===== src/rtl/piano_pkg.sv =====
// Shared definitions for the note-player path: allocator states, width helpers, defaults.
package piano_pkg;

  localparam int unsigned DEF_NOTE_W   = 8;
  localparam int unsigned DEF_PERIOD_W = 13;
  localparam int unsigned MAX_VOICES   = 16;
  localparam int unsigned MAX_IDX_W    = $clog2(MAX_VOICES);

  typedef enum logic [1:0] {
    ALLOC_IDLE  = 2'd0,
    ALLOC_SCAN  = 2'd1,
    ALLOC_APPLY = 2'd2
  } allocState_t;

  // Width of a voice index / carrier counter (at least one bit).
  function automatic int unsigned idxWidth(input int unsigned n);
    return (n <= 2) ? 1 : $clog2(n);
  endfunction

  // Width able to hold a count of 0..n (popcount of n phase bits).
  function automatic int unsigned cntWidth(input int unsigned n);
    return $clog2(n + 1);
  endfunction

endpackage


===== src/rtl/poly_note_player_tone_voice.sv =====
// Single square-wave tone voice: holds note key, half-period, counter and phase.
module tone_voice
  import piano_pkg::*;
#(
  parameter int unsigned NOTE_W   = DEF_NOTE_W,
  parameter int unsigned PERIOD_W = DEF_PERIOD_W
) (
  input  logic                iClk,
  input  logic                iReset_n,
  input  logic                iLoad,
  input  logic                iClear,
  input  logic [NOTE_W-1:0]   iNote,
  input  logic [PERIOD_W-1:0] iHalfPeriod,
  output logic                oActive,
  output logic [NOTE_W-1:0]   oNote,
  output logic                oPhase
);

  logic [PERIOD_W-1:0] halfPeriod;
  logic [PERIOD_W-1:0] counter;

  // Load/clear from the allocator take priority; otherwise an active voice counts and toggles.
  always_ff @(posedge iClk or negedge iReset_n) begin
    if (!iReset_n) begin
      oActive    <= 1'b0;
      oNote      <= '0;
      halfPeriod <= '0;
      counter    <= '0;
      oPhase     <= 1'b0;
    end else if (iLoad) begin
      oActive    <= 1'b1;
      oNote      <= iNote;
      halfPeriod <= iHalfPeriod;
      counter    <= '0;
      oPhase     <= 1'b0;
    end else if (iClear) begin
      oActive <= 1'b0;
      counter <= '0;
      oPhase  <= 1'b0;
    end else if (oActive) begin
      if (counter == halfPeriod - PERIOD_W'(1)) begin
        counter <= '0;
        oPhase  <= ~oPhase;
      end else begin
        counter <= counter + PERIOD_W'(1);
      end
    end
  end

endmodule


===== src/rtl/poly_note_player.sv =====
// Polyphonic note player: event allocator FSM over NUM_VOICES tone voices plus PWM mixer.
module poly_note_player
  import piano_pkg::*;
#(
  parameter int unsigned NUM_VOICES = 4,
  parameter int unsigned NOTE_W     = DEF_NOTE_W,
  parameter int unsigned PERIOD_W   = DEF_PERIOD_W,
  parameter bit          STEAL      = 1'b1
) (
  input  logic                  iClk,
  input  logic                  iReset_n,
  input  logic                  iEvtValid,
  output logic                  oEvtReady,
  input  logic                  iEvtOn,
  input  logic [NOTE_W-1:0]     iEvtNote,
  input  logic [PERIOD_W-1:0]   iEvtHalfPeriod,
  output logic [NUM_VOICES-1:0] oActive,
  output logic                  oDropped,
  output logic                  oPWM
);

  localparam int unsigned IDX_W = idxWidth(NUM_VOICES);
  localparam int unsigned HC_W  = cntWidth(NUM_VOICES);
  localparam logic [IDX_W-1:0] LAST_IDX = IDX_W'(NUM_VOICES - 1);

  allocState_t state, nextState;

  logic [IDX_W-1:0]    idx;
  logic                evtOn;
  logic [NOTE_W-1:0]   evtNote;
  logic [PERIOD_W-1:0] evtHp;
  logic                matchFound, freeFound;
  logic [IDX_W-1:0]    matchIdx, freeIdx, stealPtr;

  logic                doLoad, doClear, stealAdv, dropNow;
  logic [IDX_W-1:0]    tgtIdx;

  logic [NUM_VOICES-1:0] voiceActive, voicePhase, voiceLoad, voiceClear;
  logic [NOTE_W-1:0]     voiceNote [NUM_VOICES];

  logic [IDX_W-1:0] carrier;
  logic [HC_W-1:0]  phaseCount, highCount;

  for (genvar g = 0; g < NUM_VOICES; g++) begin : gVoice
    assign voiceLoad[g]  = doLoad  && (tgtIdx == IDX_W'(g));
    assign voiceClear[g] = doClear && (tgtIdx == IDX_W'(g));

    tone_voice #(
      .NOTE_W  (NOTE_W),
      .PERIOD_W(PERIOD_W)
    ) uVoice (
      .iClk       (iClk),
      .iReset_n   (iReset_n),
      .iLoad      (voiceLoad[g]),
      .iClear     (voiceClear[g]),
      .iNote      (evtNote),
      .iHalfPeriod(evtHp),
      .oActive    (voiceActive[g]),
      .oNote      (voiceNote[g]),
      .oPhase     (voicePhase[g])
    );
  end

  assign oActive   = voiceActive;
  assign oEvtReady = (state == ALLOC_IDLE);
  assign oDropped  = dropNow;

  // Allocator state register.
  always_ff @(posedge iClk or negedge iReset_n) begin
    if (!iReset_n) state <= ALLOC_IDLE;
    else           state <= nextState;
  end

  // Allocator next-state: accept in IDLE, one voice per SCAN cycle, single APPLY cycle.
  always_comb begin
    nextState = state;
    unique case (state)
      ALLOC_IDLE:  if (iEvtValid) nextState = ALLOC_SCAN;
      ALLOC_SCAN:  if (idx == LAST_IDX) nextState = ALLOC_APPLY;
      ALLOC_APPLY: nextState = ALLOC_IDLE;
      default:     nextState = ALLOC_IDLE;
    endcase
  end

  // APPLY decision: retrigger match, else claim lowest free, else steal or drop; key-off clears match.
  always_comb begin
    doLoad   = 1'b0;
    doClear  = 1'b0;
    stealAdv = 1'b0;
    dropNow  = 1'b0;
    tgtIdx   = '0;
    if (state == ALLOC_APPLY) begin
      if (evtOn) begin
        if (evtHp != '0) begin
          if (matchFound) begin
            doLoad = 1'b1;
            tgtIdx = matchIdx;
          end else if (freeFound) begin
            doLoad = 1'b1;
            tgtIdx = freeIdx;
          end else if (STEAL) begin
            doLoad   = 1'b1;
            tgtIdx   = stealPtr;
            stealAdv = 1'b1;
          end else begin
            dropNow = 1'b1;
          end
        end
      end else if (matchFound) begin
        doClear = 1'b1;
        tgtIdx  = matchIdx;
      end
    end
  end

  // Event latch, per-cycle voice scan (first match / first free win) and steal pointer.
  always_ff @(posedge iClk or negedge iReset_n) begin
    if (!iReset_n) begin
      idx        <= '0;
      evtOn      <= 1'b0;
      evtNote    <= '0;
      evtHp      <= '0;
      matchFound <= 1'b0;
      matchIdx   <= '0;
      freeFound  <= 1'b0;
      freeIdx    <= '0;
      stealPtr   <= '0;
    end else begin
      unique case (state)
        ALLOC_IDLE: begin
          if (iEvtValid) begin
            evtOn      <= iEvtOn;
            evtNote    <= iEvtNote;
            evtHp      <= iEvtHalfPeriod;
            idx        <= '0;
            matchFound <= 1'b0;
            freeFound  <= 1'b0;
          end
        end
        ALLOC_SCAN: begin
          if (!matchFound && voiceActive[idx] && (voiceNote[idx] == evtNote)) begin
            matchFound <= 1'b1;
            matchIdx   <= idx;
          end
          if (!freeFound && !voiceActive[idx]) begin
            freeFound <= 1'b1;
            freeIdx   <= idx;
          end
          idx <= idx + IDX_W'(1);
        end
        default: ;
      endcase
      if (stealAdv) stealPtr <= (stealPtr == LAST_IDX) ? '0 : stealPtr + IDX_W'(1);
    end
  end

  // Count phase bits currently high.
  always_comb begin
    phaseCount = '0;
    for (int unsigned i = 0; i < NUM_VOICES; i++) phaseCount += HC_W'(voicePhase[i]);
  end

  // Mixer: wrapping carrier compared against registered popcount.
  always_ff @(posedge iClk or negedge iReset_n) begin
    if (!iReset_n) begin
      carrier   <= '0;
      highCount <= '0;
      oPWM      <= 1'b0;
    end else begin
      carrier   <= (carrier == LAST_IDX) ? '0 : carrier + IDX_W'(1);
      highCount <= phaseCount;
      oPWM      <= (HC_W'(carrier) < highCount);
    end
  end

endmodule


===== config.mk =====
export PLATFORM = sky130hd
export DESIGN_NAME = poly_note_player
export DESIGN_NICKNAME = d
export VERILOG_FILES = /design/src/rtl/piano_pkg.sv /design/src/rtl/poly_note_player_tone_voice.sv /design/src/rtl/poly_note_player.sv
export SDC_FILE = /design/constraint.sdc
export NUM_CORES = 1
export LEC_CHECK = 0
export ABC_AREA = 1
export CAP_MARGIN = 0
export CORE_MARGIN = 2
export CORE_UTILIZATION = 60
export DETAILED_ROUTE_END_ITERATION = 12
export HOLD_SLACK_MARGIN = 0.1
export PLACE_DENSITY = 0.78
export SLEW_MARGIN = 15
export SYNTH_ARGS = -nofsm -noshare
export SYNTH_HDL_FRONTEND = slang
export SYNTH_SLANG_ARGS = --single-unit

===== constraint.sdc =====
create_clock -name iClk -period 4.2 [get_ports iClk]
set_clock_uncertainty 0.2 [all_clocks]
set_input_delay 0.63 -clock iClk [delete_from_list [all_inputs] [get_ports iClk]]
set_output_delay 0.63 -clock iClk [all_outputs]
set_load 0.05 [all_outputs]

==> flow_metrics.py, run 1 <==
metrics = {
    "outcome": {
        "status": "complete, no violations",
    },
    "sta": {
        "finalCritPeriodShare_pct": 64.40,
        "setup_viol": 0,
        "final_hold_viol_count": 0,
        "setup_ws_ps": 1495,
        "slew_viol_final": 0,
        "rsz0062_at_grt": "no",
        "timing.hold.ws_ps": 250.2,
        "worst_slew_pin_slew_ps": 819.8,
        "period_minus_slack_ps": 2705,
        "setup_tns_ps": 0,
        "fmax_ghz": 0.3697,
        "relSlewSlack_pct": 45.35,
    },
    "detailed_routing": {
        "viasPerCell": 5.394,
        "drt_iter0_drc": 556,
        "routedWlPerCell_microns": 14.61,
        "route.detailed.drc": 0,
        "routed_wl_mm": 23.17,
        "ant_nets": 0,
        "vias": 8555,
        "firstDrtPassIters": 5,
    },
    "worst_hold_path": {
        "hold_path_depth": 1,
        "worstHoldPathType": "register to register",
    },
    "placement": {
        "dp_hpwl_mm": 16.39,
        "dpl.cell_count": 1553,
        "post-place-ws_ps": 1470,
        "postPlaceCellArea_sq_um": 10520,
        "port_buffers": 30,
        "gp_congestion": 0.8883,
    },
    "global_routing": {
        "antenna_found_initial": 0,
        "gr-total-overflow": 0,
        "grt_usage_pct": 27.15,
        "grt_pass1_wl_mm": 38.60,
        "grt_pass1_vias": 8035,
        "grt_max_degree": 96,
    },
    "finish": {
        "final_nets": 1393,
        "antenna_cells": 0,
        "design_area_sq_um": 11140,
        "final_util_pct": 67.43,
        "fillers": 1344,
        "layout-drive-gt1-share_pct": 5.051,
        "fin_cells": 1586,
        "synthToLayoutAreaGrowth_pct": 10.52,
    },
    "synth": {
        "synth_seq_area_share_pct": 45.67,
        "synthArstFlopShare_pct": 100.0,
        "yosys.cell_count.top_type": "nand2_1",
        "synth_ff_type": "dfrtp_1",
        "ys_seq_elements": 184,
        "synth_edf_count": 0,
        "synthCells": 1332,
        "syn-mean-instance-area_sq_um": 7.569,
        "syn-cell-area_sq_um": 10080,
        "syn_nets": 1372,
        "synthTopCellsByCount": "nand2_1, dfrtp_1, nor2_1, inv_1, o21ai_0",
        "synth_top_area_share_pct": 45.67,
        "synthTopCellsByArea": "dfrtp_1, nand2_1, o21ai_0, nor2_1, inv_1",
        "yosysTopAreaCell": "dfrtp_1",
        "yosysWarningCount": 0,
        "synth.distinct_cells": 47,
    },
    "worst_setup_path": {
        "end_kind": "primary output",
        "cp.required_ps": 3370,
        "cpPeakStageDelay_ps": 840,
        "cp.buffers_inverters": 1,
        "cp.arrival_ps": 1870,
        "worstSetupPathType": "register to primary output",
        "reg2reg_depth": 9,
        "crit_path_start_kind": "register",
        "crit_fanout": 3,
        "path_delay_family": "buffers and inverters",
        "path_depth": 2,
        "slowest_stage": "clkdlybuf4s50_1",
        "crit_chain": "nor2_1, clkdlybuf4s50_1",
    },
    "cts": {
        "root_buffer": "clkbuf_16",
        "h-tree-depth": 4,
        "ctsResizeCount": 0,
        "cts_buffer_depth": 2,
        "cts_tree": "yes",
        "cts_setup_buffers": 0,
        "cts_made_buffers": 17,
        "clock_sinks": 184,
        "clk_latency_ps": 440,
        "cts_hold_buf": 1,
        "path_clk_slew_ps": 80,
    },
    "power": {
        "powerDensity_nw_per_um2": 495.0,
        "vdd_drop_max_mv": 0.4374,
        "p_total_mw": 5.516,
        "leakagePower_nw": 5.712,
    },
    "floorplan": {
        "die_area_sq_um": 17860,
        "chipWidth_microns": 133.6,
        "core_sq_um": 16520,
        "rows": 47,
        "start_util_pct": 61.01,
        "dieHeight_microns": 133.6,
        "ios": 32,
    },
    "run": {
        "cap_violations": 0,
    },
}
registers in the layout (all words and copies together) (netlist names), 3 cells and up:
| name | cells |
|---|---|
| gVoice.uVoice.counter | 52 |
| gVoice.uVoice.halfPeriod | 52 |
| gVoice.uVoice.oNote | 32 |
| evtHp | 13 |
| evtNote | 8 |
| gVoice.uVoice.oActive | 4 |
| gVoice.uVoice.oPhase | 4 |
| highCount | 3 |
cell families after synthesis:
logic type	Yosys count	share of synthesized area, %
adder cells (fa/ha/maj)	15	1.936
other	1	0.03719
AND/OR/NAND/NOR	693	28.94
buffers and inverters	196	7.930
AO/OA/AOI/OAI	163	8.402
flip-flops	184	45.67
XOR/XNOR	80	7.086
final timing paths:
check	from	to	slack, ps
max in group asynchronous	iReset_n	stealPtr[1]	2070
min in group asynchronous	iReset_n	oPWM	580
worst max-delay path	state[1]	oEvtReady	1500
worst min register to register	highCount[2]	oPWM	250
worst min-delay path	highCount[2]	oPWM	250
worst max register to register	evtHp[7]	gVoice[1].uVoice.halfPeriod[0]	1530
area by class of cell:
cell class              count  area (sq um)  share of cell area [%]
multi-input cells         952          4681                   42.01
flip-flops and latches    184          4604                   41.32
inverters                 159         596.8                   5.356
clock buffers              17         425.4                   3.818
repair buffers             39         374.1                   3.357
well taps                 220         275.3                   2.470
clock inverters            15         186.4                   1.673
routing by layer:
layer	wire length, microns	global-route usage [%]	share of wire [%]	up-vias
met4	632	10.46	2.7	0
li1	-	-	-	4235
met5	0	0	0	-
met3	1028	4.718	4.4	51
met2	11380	45.85	49	214
met1	10130	35.15	44	4055
where the power goes:
part	switching, mW	internal [mW]
combinational	1.01	0.498
clock	0.782	0.857
sequential	0.285	2.08
total	2.08	3.44
cell usage in the layout, fill, tap and decap left out, types with 4 or more instances in the layout:
cell type,n
nand2_1,373
dfrtp_1,184
nor2_1,159
inv_1,154
o21ai_0,140
nand3_1,95
xor2_1,56
clkdlybuf4s50_1,29
xnor2_1,23
nand4_1,17
clkbuf_16,17
ha_1,14
nor3_1,13
nand2_2,10
buf_4,8
a21oi_1,7
nand3b_1,6
o22ai_1,5
nand3_2,4
inv_2,4
clkinv_8,4
worst register-to-register path, stage by stage, from the launching register on:
cell     delay (ps)
dfrtp_1         360
inv_1           180
nand3_1         130
nor2_1          150
nand3_1         170
nand2_2         180
nand3_1         550
buf_4           450
nand2_1          90
o21ai_0          90
Note: power is estimated with default switching activity, not from simulation.
==> inputs of run 2 (changes only) <==
- clock period: 4.2 -> 2.8 ns (I/O delays scaled with it)
==> run 2 against run 1 <==
Net effect:
- sequential share of layout area down 0.40 points
- non-clock buffer count up 10
- first-iteration DRC count up 26%
- critical path depth unchanged
- clock power up 56%
- sequential cell count unchanged
- utilization up 0.66 points
- final cell count up 0.63%
- largest power group unchanged
- die area unchanged
- worst hold slack worse by 3.4 ps
- highest routed layer unchanged
- final area up 0.98%
- worst setup slack worse by 1200 ps
==> flow_metrics.py, run 2 (synthesis results as in run 1) <==
metrics = {
    "detailed_routing": {
        "routed_wl_mm": 22.73,
        "routedWlPerCell_microns": 14.24,
        "vias": 8405,
        "firstDrtPassIters": 5,
        "drt_iter0_drc": 700,
        "ant_nets": 0,
        "viasPerCell": 5.266,
        "route.detailed.drc": 0,
    },
    "worst_setup_path": {
        "crit_fanout": 3,
        "r2r_end": "gVoice[1].uVoice.counter[8]",
        "worstSetupPathType": "register to primary output",
        "reg2reg_depth": 13,
        "rrSetupSlack_ps": 360,
        "r2r_start": "gVoice[1].uVoice.halfPeriod[0]",
        "cp.required_ps": 2180,
        "end_kind": "primary output",
        "cp.arrival_ps": 1890,
        "crit_path_start_kind": "register",
    },
    "floorplan": {
        "rows": 47,
        "core_sq_um": 16520,
        "chipWidth_microns": 133.6,
        "dieHeight_microns": 133.6,
        "start_util_pct": 61.01,
        "die_area_sq_um": 17860,
        "ios": 32,
    },
    "cts": {
        "root_buffer": "clkbuf_16",
        "path_clk_slew_ps": 70,
        "cts_buffer_depth": 2,
        "h-tree-depth": 4,
        "clk_latency_ps": 440,
        "cts_tree": "yes",
        "cts_made_buffers": 17,
        "ctsResizeCount": 0,
        "clock_sinks": 184,
    },
    "finish": {
        "layout_common_cells": "nand2_1, dfrtp_1, nor2_1",
        "layout-drive-gt1-share_pct": 5.669,
        "final_nets": 1403,
        "design_area_sq_um": 11250,
        "antenna_cells": 0,
        "fin_cells": 1596,
        "synthToLayoutAreaGrowth_pct": 11.60,
        "layout_commonest_cell": "nand2_1",
        "top_regs": "gVoice.uVoice.counter (52), gVoice.uVoice.halfPeriod (52), gVoice.uVoice.oNote (32)",
        "fillers": 1353,
        "final_util_pct": 68.09,
    },
    "sta": {
        "setup_ws_ps": 287.7,
        "relSlewSlack_pct": 66.09,
        "fmax_ghz": 0.3980,
        "worst_slew_pin_slew_ps": 507.1,
        "setup_viol": 0,
        "period_minus_slack_ps": 2512,
        "slew_viol_final": 0,
        "timing.hold.ws_ps": 246.9,
        "rsz0062_at_grt": "no",
        "finalCritPeriodShare_pct": 89.72,
        "final_hold_viol_count": 0,
        "setup_tns_ps": 0,
    },
    "global_routing": {
        "grt_usage_pct": 27.48,
        "grt_pass1_vias": 8018,
        "gr-total-overflow": 0,
        "grt_pass1_wl_mm": 39.01,
        "grt_max_degree": 68,
        "antenna_found_initial": 0,
    },
    "power": {
        "leakagePower_nw": 5.770,
        "p_total_mw": 8.411,
        "powerDensity_nw_per_um2": 747.5,
        "vdd_drop_max_mv": 0.6612,
    },
    "run": {
        "cap_violations": 0,
    },
    "placement": {
        "dpl.cell_count": 1563,
        "port_buffers": 30,
        "postPlaceCellArea_sq_um": 10610,
        "post-place-ws_ps": 395.3,
        "dp_hpwl_mm": 16.34,
        "gp_congestion": 0.9145,
    },
    "outcome": {
        "status": "complete, no violations",
    },
    "worst_hold_path": {
        "worstHoldPathType": "register to register",
        "holdPathEnd": "oPWM",
        "min-delay-start": "highCount[2]",
        "hold_path_depth": 1,
    },
}
-- run 2: cell count changes in the layout (fill, tap and decap cells not counted), sizes merged --
cell | before | now
clkinv | 9 | 7
inv | 164 | 163
bufinv | 1 | 3
buf | 8 | 18
clkinvlp | 0 | 1
-- run 2: critical path, stage by stage, from the launching register on --
cell	delay (ps)
dfrtp_1	390
nor2_1	210
clkdlybuf4s50_1	850
-- run 2: layout make-up --
cell class	instances	area (sq um)	share of cell area, %
flip-flops and latches	184	4604	40.92
multi-input cells	952	4678	41.58
clock inverters	15	210.2	1.868
repair buffers	49	461.7	4.103
inverters	159	596.8	5.304
well taps	220	275.3	2.446
clock buffers	17	425.4	3.781
-- run 2: layer usage --
metal  up-vias  track usage, %  wire length (microns)
li1       4255               -                      -
met1      3956           37.59                  10490
met2       157           44.53                  10870
met3        37           4.871                    868
met4         0           9.634                    502
met5         -               0                      0
-- run 2: worst max path at each step --
stage,cells after the start,startpoint,slack [ps],endpoint
floorplan,7,state[1],550,evtHp[10]
global placement,13,gVoice[1].uVoice.halfPeriod[0],520,gVoice[1].uVoice.counter[4]
detailed placement,13,gVoice[1].uVoice.halfPeriod[0],400,gVoice[1].uVoice.counter[8]
CTS,2,state[1],270,oEvtReady
global route,13,gVoice[1].uVoice.halfPeriod[0],140,gVoice[1].uVoice.counter[8]
finish,2,state[1],290,oEvtReady
-- run 2: timing repair --
action,4_1_cts,5_1_grt
setup buffers,0,0
hold buffers,1,0
hold endpoints to repair,56,0
-- run 2: where the power goes --
part | switching (mW) | leakage (nW) | internal (mW)
Sequential | 0.397 | 2.43 | 3.12
Clock | 1.12 | 0.308 | 1.44
Combinational | 1.54 | 3.03 | 0.791
Total | 3.05 | 5.77 | 5.36
